**src/rtl/display_scheduler.sv**
```systemverilog
// Two-digit multiplexed seven-segment scheduler with frame-synchronous value commit.
// Define DISPLAY_SCHEDULER_DEADTIME_EN to insert blanking phases between digits.
module display_scheduler #(
  parameter int SHOW_CYCLES  = 24000,
  parameter int BLANK_CYCLES = 120
) (
  input  logic       clk,
  input  logic       reset,
  input  logic       key_valid,
  input  logic [3:0] key_code,
  output logic       key_ready,
  output logic [3:0] digit,
  output logic       blank,
  output logic       select0,
  output logic       select1,
  output logic       frame_tick
);

  typedef enum logic [1:0] {
    SHOW0  = 2'd0,
    BLANK0 = 2'd1,
    SHOW1  = 2'd2,
    BLANK1 = 2'd3
  } state_t;

  localparam int CNT_MAX = (SHOW_CYCLES > BLANK_CYCLES) ? SHOW_CYCLES : BLANK_CYCLES;
  localparam int CW      = (CNT_MAX > 1) ? $clog2(CNT_MAX) : 1;
  localparam logic [CW-1:0] SHOW_LAST = CW'(SHOW_CYCLES - 1);

`ifdef DISPLAY_SCHEDULER_DEADTIME_EN
  localparam bit            DEADTIME   = 1'b1;
  localparam logic [CW-1:0] BLANK_LAST = CW'(BLANK_CYCLES - 1);
`else
  // Blank states are unreachable here; a stray entry falls through in one cycle.
  localparam bit            DEADTIME   = 1'b0;
  localparam logic [CW-1:0] BLANK_LAST = '0;
`endif

  state_t        state_q, state_d;
  logic [CW-1:0] cnt_q, cnt_d;
  logic [3:0]    disp0_q, disp0_d, disp1_q, disp1_d;
  logic [3:0]    pend_val_q, pend_val_d;
  logic          pending_q, pending_d;
  logic          phase_done, enter_show0, accept;
  logic [3:0]    digit_d;

  // NOTE: every always_comb output gets a default first so no path infers a latch.
  always_comb begin
    state_d    = state_q;
    phase_done = 1'b0;
    unique case (state_q)
      SHOW0: begin
        phase_done = (cnt_q == SHOW_LAST);
        if (phase_done) state_d = DEADTIME ? BLANK0 : SHOW1;
      end
      BLANK0: begin
        phase_done = (cnt_q == BLANK_LAST);
        if (phase_done) state_d = SHOW1;
      end
      SHOW1: begin
        phase_done = (cnt_q == SHOW_LAST);
        if (phase_done) state_d = DEADTIME ? BLANK1 : SHOW0;
      end
      BLANK1: begin
        phase_done = (cnt_q == BLANK_LAST);
        if (phase_done) state_d = SHOW0;
      end
      default: state_d = SHOW0;
    endcase

    cnt_d       = phase_done ? '0 : cnt_q + 1'b1;
    enter_show0 = phase_done && (state_d == SHOW0);
    accept      = key_valid && key_ready;

    disp0_d    = disp0_q;
    disp1_d    = disp1_q;
    pending_d  = pending_q;
    pend_val_d = pend_val_q;
    // Commit and accept are mutually exclusive: accept needs pending low, commit needs it high.
    if (enter_show0 && pending_q) begin
      disp1_d   = disp0_q;
      disp0_d   = pend_val_q;
      pending_d = 1'b0;
    end else if (accept) begin
      pending_d  = 1'b1;
      pend_val_d = key_code;
    end

    unique case (state_d)
      SHOW0:   digit_d = disp0_d;
      SHOW1:   digit_d = disp1_d;
      default: digit_d = digit;
    endcase
  end

  // NOTE: sequential state uses non-blocking assignments so every register samples pre-edge values.
  always_ff @(posedge clk or negedge reset) begin
    if (!reset) begin
      state_q    <= SHOW0;
      cnt_q      <= '0;
      disp0_q    <= '0;
      disp1_q    <= '0;
      pending_q  <= 1'b0;
      pend_val_q <= '0;
    end else begin
      state_q    <= state_d;
      cnt_q      <= cnt_d;
      disp0_q    <= disp0_d;
      disp1_q    <= disp1_d;
      pending_q  <= pending_d;
      pend_val_q <= pend_val_d;
    end
  end

  // Outputs are registered from next-state values so they line up with the state register.
  always_ff @(posedge clk or negedge reset) begin
    if (!reset) begin
      digit      <= '0;
      blank      <= 1'b0;
      select0    <= 1'b0;
      select1    <= 1'b1;
      key_ready  <= 1'b1;
      frame_tick <= 1'b0;
    end else begin
      digit      <= digit_d;
      blank      <= (state_d == BLANK0) || (state_d == BLANK1);
      select0    <= (state_d != SHOW0);
      select1    <= (state_d != SHOW1);
      key_ready  <= ~pending_d;
      frame_tick <= enter_show0;
    end
  end

endmodule

```
**config.mk**
```make
export PLATFORM = sky130hd
export DESIGN_NAME = display_scheduler
export DESIGN_NICKNAME = d
export VERILOG_FILES = /design/src/rtl/display_scheduler.sv
export SDC_FILE = /design/constraint.sdc
export NUM_CORES = 1
export LEC_CHECK = 0
export BUFFER_PORTS_ARGS = -buffer_cell sky130_fd_sc_hd__buf_2
export CAP_MARGIN = 20
export CORE_ASPECT_RATIO = 0.6
export CORE_MARGIN = 2
export CORE_UTILIZATION = 40
export DETAILED_ROUTE_END_ITERATION = 12
export HOLD_SLACK_MARGIN = 0.02
export PLACE_DENSITY = 0.67
export SYNTH_ARGS = -nofsm -noshare
export SYNTH_HDL_FRONTEND = slang
export SYNTH_SLANG_ARGS = --single-unit
```
**constraint.sdc**
```tcl
create_clock -name clk -period 2.5 [get_ports clk]
set_clock_uncertainty 0.2 [all_clocks]
set_input_delay 0.125 -clock clk [delete_from_list [all_inputs] [get_ports clk]]
set_output_delay 0.125 -clock clk [all_outputs]
set_load 0.02 [all_outputs]
```
==> results of run 1 <==
synth_stat cells (2+ instances only):
library cell,instances
and3_1,2
ha_1,2
mux2_2,7
nand3b_1,2
dfrtp_1,37
xor2_1,8
o21ai_0,3
inv_1,7
nand4_1,3
nand3_1,10
dfstp_2,2
nor3_1,3
clkbuf_1,2
nor2b_1,5
buf_2,3
nand2_1,6
nor2_1,18
mux2_4,4
mux2i_1,5
xnor2_1,8
nor4_1,2
a41oi_1,2
kinds of logic after synthesis:
kind of cell	after synthesis	synth area share, %
buffers and inverters	13	2.86
muxes	16	10.3
and+or+nand+nor	61	18.0
DFF	39	53.2
adders and majority gates	2	1.36
xor gates and xnor gates	16	7.62
AOI/OAI and AO/OA	11	6.67
flip-flops by register name, summed over array words and instances (netlist names):
signal	cells
pend_val_q	4
select1	1
select0	1
key_ready	1
digit	4
disp0_q	4
pending_q	1
state_q	2
blank	1
frame_tick	1
cnt_q	15
disp1_q	4
repair_timing:
item | in CTS | in global routing
hold buffers | 6 | 0
hold endpoints to repair | 42 | 0
endpoints found under the setup margin | 7 | 27
buffers inserted | 4 | 8
pin swaps | 3 | 6
resized for setup | 6 | 10
how the worst max path moves through the flow:
stage	to	cells after the start
3_5_place_dp	digit[3]	6
2_1_floorplan	pend_val_q[0]	5
5_1_grt	disp0_q[2]	9
3_3_place_gp	digit[3]	6
6_report	disp0_q[2]	7
4_1_cts	digit[3]	8
worst max-delay path, cell delays in order, from the launching register on:
cell and delay [ps]:
dfrtp_1 380, or4_4 550, o41ai_4 380, buf_4 180
o2111ai_4 140, buf_6 200, buf_6 120, mux2_4 290
layer usage:
| metal | GRT usage [%] | up-vias | part of all wire, % |
|---|---|---|---|
| met3 | 4.30 | 5 | 4.3 |
| li1 | - | 654 | - |
| met5 | 0 | - | 0 |
| met1 | 24.2 | 687 | 52 |
| met4 | 4.98 | 0 | 1.2 |
| met2 | 20.3 | 35 | 43 |
cell type report:
cell class	instances	area, um^2
Multi-Input combinational cell	106	846
Sequential cell	39	978
Clock buffer	6	82.6
Clock inverter	2	35.0
Inverter	7	30.0
Tap cell	63	78.8
Fill cell	379	2090
Timing Repair Buffer	48	357
power by group through the flow:
stage                     clock [mW]  combinational, mW  sequential [mW]
final                          0.541             0.0954            0.688
after global routing           0.588              0.106            0.694
after CTS                      0.555             0.0962            0.688
after detailed placement           0             0.0880            0.700
after global placement             0             0.0877            0.699
after floorplan                    0             0.0652            0.690
stage by stage:
| step | utilization (%) | power [mW] | hold WS [ps] |
|---|---|---|---|
| floorplan | - | 0.755 | -371 |
| global placement | 46.3 | 0.787 | 73.2 |
| detailed placement | 46.3 | 0.788 | 79.5 |
| CTS | 51.4 | 1.34 | 303 |
| global route | 53.6 | 1.39 | 345 |
| finish | 53.6 | 1.33 | 274 |
==> flow_summary.toml, run 1 <==
[die]
rows = 19
initial_core_util_pct = 40.9
die_h_um = 56.5
ios = 16
die_w_um = 91.5
core-area_mm2 = 0.00449
die-area_mm2 = 0.00517

[power_and_ir_drop]
p_per_area_mw_per_mm2 = 550
sw_frac_of_total_pct = 21.2
p_leak_nw = 1.19
p_clk_share_pct = 40.9
power_frac_seq_pct = 51.9
netSwitchingPower_mw = 0.281
combPwrFrac_pct = 7.2
p_int_mw = 1.04
ir_drop_mv = 0.366

[timing]
rsz0062_at_grt = "yes"
timing.final.crit_period_ps = 2570
fin_crit_sh_pct = 103
setup_viol = 7
fin_setup_tns_ps = -247
worst_slack_ps = -67.1
max_freq_mhz = 390
worst_slew_pin_slew_ps = 844
hold_viol = 0
timing.final.max_slew_violations = 0
relSlewSlack_pct = 43.7

[outcome]
violations = "setup timing"
outcome = "finished with violations"

[global_route]
grt_pass1_vias = 1235
antenna_found_initial = 0
grt.overflow.total = 0
grt_pass1_wl_mm = 6.22
track_usage_pct = 15.5
grt_max_degree = 40

[layout]
diodes = 0
layout_commonest_cell = "dfrtp_1"
layout-drive-gt1-share_pct = 37.0
layout.nets = 216
final_cell_mix = "dfrtp_1 (37), buf_4 (22), nor2_1 (17)"
stdcell_area_mm2 = 0.00241
syn_to_final_growth_pct = 30.9
stdcell_count = 271

[worst_setup_path]
crit_type = "register to register"
worstSetupEndpointType = "register"
crit_fanout = 4
crit_start = "cnt_q[11]"
crit_required_ps = 2470
r2r-start = "cnt_q[11]"
reg2reg_setup_slack_ps = -70
rr_endpoint = "disp0_q[2]"
setup.worst_path.start_class = "register"
worst-r2r-cell-count = 7
cp.arrival_ps = 2540

[clock_tree]
clockRootBuffer = "clkbuf_8"
cts_tree = "built"
clockBufferDepth = 2
clk_latency_ps = 290
h-tree-depth = 2
clock_sinks = 39
clkTransAtPathRegs_ps = 70
cts_buffers = 5

[route]
avgRoutedWirePerCell_um = 14.5
wl_mm = 3.93
first_iter_violations = 75
drc = 0
vias = 1381
first_pass_iters = 4
drtAntennaViolNets = 0
vias_per_cell = 5.10

[synthesis]
ys_types = 39
synth_area_mm2 = 0.00184
syn_avg_cell_area_um2 = 11.6
synthArstFlopShare_pct = 100
synth_top_area_share_pct = 50.3
synth_area_leader_cell = "dfrtp_1"
synthCells = 158
synthFlopType = "dfrtp_1"
synth-edff-count = 0
syn_nets = 167
ys_seq_area_share_pct = 53.2
yosysWarnings = 0
ys_ff_latch = 39
synth.area.top_cells = "dfrtp_1 (50%), mux2_2 (4.3%), xnor2_1 (3.8%)"

[placed_design]
placed_cell_area_mm2 = 0.00208
port_buffers = 15
gp_congestion = 0.864
place_ws_ps = -111
place_hpwl_mm = 2.69
dp.cells = 245

[worst_hold_path]
holdCritPathClass = "input pin to async pin"

[flow_run]
drv_cap = 0
Note: power is estimated with default switching activity, not from simulation.
==> inputs of run 2 (changes only) <==
==> constraint.sdc (replaced) <==
create_clock -name clk -period 2.5 [get_ports clk]
set_clock_uncertainty 0.2 [all_clocks]
set_input_delay 0.375 -clock clk [delete_from_list [all_inputs] [get_ports clk]]
set_output_delay 0.375 -clock clk [all_outputs]
set_load 0.05 [all_outputs]
==> flow_summary.toml, run 2 (synthesis results as in run 1) <==
[layout]
diodes = 0
final_cell_mix = "dfrtp_1 (37), buf_4 (22), nor2_1 (17)"
layout.nets = 211
stdcell_area_mm2 = 0.00235
layout-drive-gt1-share_pct = 37.9
syn_to_final_growth_pct = 28.0
layout_commonest_cell = "dfrtp_1"
largest_register = "cnt_q"
largest_reg_flops = 15

[outcome]
violations = "setup timing"
outcome = "finished with violations"

[timing]
fin_setup_tns_ps = -141
max_freq_mhz = 396
hold_viol = 0
relSlewSlack_pct = 44.1
rsz0062_at_grt = "yes"
setup_viol = 7
timing.final.crit_period_ps = 2530
worst_slack_ps = -28.1
worst_slew_pin_slew_ps = 839
timing.final.max_slew_violations = 0
fin_crit_sh_pct = 101

[power_and_ir_drop]
p_leak_nw = 1.16
total_power_mw = 1.32
p_per_area_mw_per_mm2 = 561
ir_drop_mv = 0.366

[clock_tree]
cts_buffers = 5
clkTransAtPathRegs_ps = 80
clockBufferDepth = 2
cts_tree = "built"
h-tree-depth = 2
clk_latency_ps = 290
clock_sinks = 39
clockRootBuffer = "clkbuf_8"

[worst_setup_path]
crit_type = "register to register"
path_cells = "or4_4, o41ai_4, buf_4, o2111ai_4, buf_6, buf_6, mux2_2"
crit_required_ps = 2480
worst_path_largest_cell_delay_ps = 560
r2r-start = "cnt_q[11]"
reg2reg_setup_slack_ps = -30
crit_start = "cnt_q[11]"
crit_fanout = 4
worstSetupEndpointType = "register"
rr_endpoint = "disp1_q[1]"
cp.arrival_ps = 2510
worst-r2r-cell-count = 7
worstSetupEndpoint = "disp1_q[1]"
setup.worst_path.start_class = "register"
worst_path_most_repeated_cell = "buf_6"
critPathSlowestCell = "or4_4"

[die]
die_w_um = 91.5
ios = 16
rows = 19
die_h_um = 56.5
die-area_mm2 = 0.00517
core-area_mm2 = 0.00449
initial_core_util_pct = 40.9

[route]
avgRoutedWirePerCell_um = 14.2
wl_mm = 3.78
first_pass_iters = 4
first_iter_violations = 73
vias = 1349
drc = 0
vias_per_cell = 5.07
drtAntennaViolNets = 0

[global_route]
track_usage_pct = 15.0
grt_max_degree = 40
grt_pass1_wl_mm = 6.05
antenna_found_initial = 0
grt.overflow.total = 0
grt_pass1_vias = 1207

[placed_design]
place_hpwl_mm = 2.69
placed_cell_area_mm2 = 0.00208
port_buffers = 15
gp_congestion = 0.864

[flow_run]
drv_cap = 0

[worst_hold_path]
holdCritPathClass = "input pin to register"
-- run 2: cell types whose count changed in the layout (fill, tap and decap cells not counted), sizes merged --
cell         before  now
dlygate4sd3       6    1
-- run 2: critical path: cells and delay by family (launching register included) --
family | cells | cell delay [ps]
simple gates | 1 | 560
compound gates | 2 | 500
buf+inv | 3 | 500
flops | 1 | 390
mux | 1 | 260
-- run 2: worst min-delay path by stage --
stage	cells past startpoint	endpoint	from	slack, ps
after floorplan	0	blank	reset	-120
after global placement	2	disp1_q[2]	disp1_q[2]	280
after detailed placement	2	disp1_q[2]	disp1_q[2]	300
after CTS	2	pend_val_q[0]	key_code[0]	100
after global routing	2	pend_val_q[1]	key_code[1]	110
final	2	pend_val_q[0]	key_code[0]	110
-- run 2: metrics by stage --
stage          util, %  instances  hold slack (ps)  worst slack (ps)
2_1_floorplan        -        158             -121              11.9
3_3_place_gp      46.3        245              283              6.86
3_5_place_dp      46.3        245              301              -111
4_1_cts           50.3        258              103             -30.9
5_1_grt           52.4        266              109             -79.5
6_report          52.4        266              111             -28.1
-- run 2: area by class of cell --
type / instances / area, um^2
clock buffers: 6 / 82.6
multi-input cells: 106 / 842
fillers: 383 / 2140
flip-flops and latches: 39 / 978
clock inverters: 2 / 35.0
inverters: 7 / 30.0
well taps: 63 / 78.8
repair buffers: 43 / 307
-- run 2: per-layer routing --
metal	vias up	track usage (%)	wire length, um
met2	34	19.3	1590
met5	-	0	0
li1	645	-	-
met3	5	4.30	154
met4	0	4.98	46
met1	665	23.7	1990
-- run 2: repair_timing --
action / CTS / global route
hold buffers: 1 / 0
setup buffers: 4 / 8
pin swaps: 3 / 6
hold endpoints to repair: 30 / 0
gates resized for setup: 6 / 9
setup endpoints to repair: 7 / 26
-- run 2: report_power, final --
part	switching (mW)	internal [mW]
registers	0.0264	0.661
logic	0.0369	0.0551
clock network	0.218	0.323
==> inputs of run 3 (changes only) <==
Settings changed: CORE_ASPECT_RATIO 0.6 to 0.7.
==> flow_summary.toml, run 3 (synthesis results as in run 1) <==
[layout]
stdcell_count = 253
largest_register = "cnt_q"
layout-drive-gt1-share_pct = 36.4
largest_reg_flops = 15
final_cell_mix = "dfrtp_1 (37), buf_4 (20), nor2_1 (17)"
layout_commonest_cell = "dfrtp_1"
layout.nets = 207
diodes = 0
syn_to_final_growth_pct = 23.9

[clock_tree]
cts_tree = "built"
clk_latency_ps = 290
clock_sinks = 39
clockBufferDepth = 2
h-tree-depth = 2
clkTransAtPathRegs_ps = 70
clockRootBuffer = "clkbuf_8"
cts_buffers = 5

[power_and_ir_drop]
p_int_mw = 0.933
p_per_area_mw_per_mm2 = 529
p_leak_nw = 1.13
p_clk_share_pct = 35.1
ir_drop_mv = 0.251
sw_frac_of_total_pct = 22.7
netSwitchingPower_mw = 0.274
total_power_mw = 1.21
combPwrFrac_pct = 7.8
power_frac_seq_pct = 57.0

[die]
initial_core_util_pct = 42.0
die-area_mm2 = 0.00517
ios = 16
die_h_um = 60.7
rows = 20
core-area_mm2 = 0.00438
die_w_um = 85.1

[worst_setup_path]
worst_path_most_repeated_cell = "buf_4"
critPathSlowestCell = "or4_4"
worst-r2r-cell-count = 6
crit_type = "register to register"
setup.worst_path.start_class = "register"
worst_path_largest_cell_delay_ps = 530
crit_family = "compound AO/OA/AOI/OAI gates"
crit_fanout = 4
crit_required_ps = 2470
path_buf_inv = 2
worstSetupEndpointType = "register"
path_cells = "or4_4, o41ai_4, o2111ai_4, buf_4, buf_4, mux2_2"
critical_path_depth = 6
cp.arrival_ps = 2440

[route]
drtAntennaViolNets = 0
first_iter_violations = 89
vias_per_cell = 5.12
first_pass_iters = 4
drc = 0
avgRoutedWirePerCell_um = 14.0
vias = 1295
wl_mm = 3.54

[outcome]
outcome = "finished, final reports clean"

[global_route]
grt_max_degree = 40
track_usage_pct = 15.6
grt_pass1_wl_mm = 6.05
grt_pass1_vias = 1208
grt.overflow.total = 0
antenna_found_initial = 0

[placed_design]
dp.cells = 238
gp_congestion = 0.826
port_buffers = 15
place_hpwl_mm = 2.56

[timing]
whs_ps = 123
timing.final.max_slew_violations = 0
rsz0062_at_grt = "yes"
timing.final.crit_period_ps = 2470
setup_viol = 0
worst_slew_pin_slew_ps = 828
hold_viol = 0
max_freq_mhz = 405
fin_crit_sh_pct = 98.7
relSlewSlack_pct = 44.8

[worst_hold_path]
holdPathStages = 2
holdCritPathClass = "input pin to register"

[flow_run]
drv_cap = 0
==> run 3: repair_timing <==
item | 4_1_cts | 5_1_grt
setup buffers | 4 | 3
endpoints found under the setup margin | 12 | 26
hold buffers | 1 | 0
gates resized for setup | 4 | 7
pin swaps | 3 | 4
hold endpoints to repair | 22 | 0
==> run 3: per-layer routing <==
layer / GRT usage [%] / vias up / share of wire, %
met5: 0 / - / 0
met4: 6.80 / 0 / 1.1
met3: 3.67 / 5 / 3.7
met2: 21.8 / 30 / 43
met1: 23.2 / 626 / 52
li1: - / 634 / -
==> run 3: worst paths after layout <==
| path | slack [ps] | to | startpoint |
|---|---|---|---|
| max | 30 | disp0_q[2] | cnt_q[10] |
| min | 120 | pend_val_q[3] | key_code[3] |
| max reg2reg | 30 | disp0_q[2] | cnt_q[10] |
| min reg2reg | 310 | disp1_q[2] | disp1_q[2] |
| max in group asynchronous | 1050 | cnt_q[14] | reset |
| min in group asynchronous | 530 | cnt_q[13] | reset |
==> run 3: through the flow <==
stage          cell area [um^2]  utilization [%]  TNS (ps)  setup WS (ps)
2_1_floorplan              1840                -         0           11.9
3_3_place_gp               2080             47.4     -25.0          -25.0
3_5_place_dp               2080             47.4     -1.77          -1.02
4_1_cts                    2220             50.8     -9.30          -9.30
5_1_grt                    2280             52.1      -135          -41.5
6_report                   2280             52.1         0           32.6
==> run 3: final cells by class <==
type                       count  area (um^2)
inverter                       7         26.3
timing repair buffer          39          278
sequential                    39          978
fill                         369         2100
clock inverter                 1         5.00
clock buffer                   6         82.6
tap                           55         68.8
multi-input combinational    106          841
==> run 3: power by group through the flow <==
stage | combinational (mW) | clock [mW] | sequential [mW]
5_1_grt | 0.106 | 0.469 | 0.695
3_3_place_gp | 0.0915 | 0 | 0.699
2_1_floorplan | 0.0651 | 0 | 0.694
3_5_place_dp | 0.0931 | 0 | 0.702
6_report | 0.0947 | 0.424 | 0.688
4_1_cts | 0.0962 | 0.434 | 0.689
==> run 3: worst register-to-register path: cells and delay by family (launching register included) <==
family | cells | cell delay [ps]
mux | 1 | 260
buf+inv | 2 | 320
flops | 1 | 400
compound gates | 2 | 630
simple gates | 1 | 530
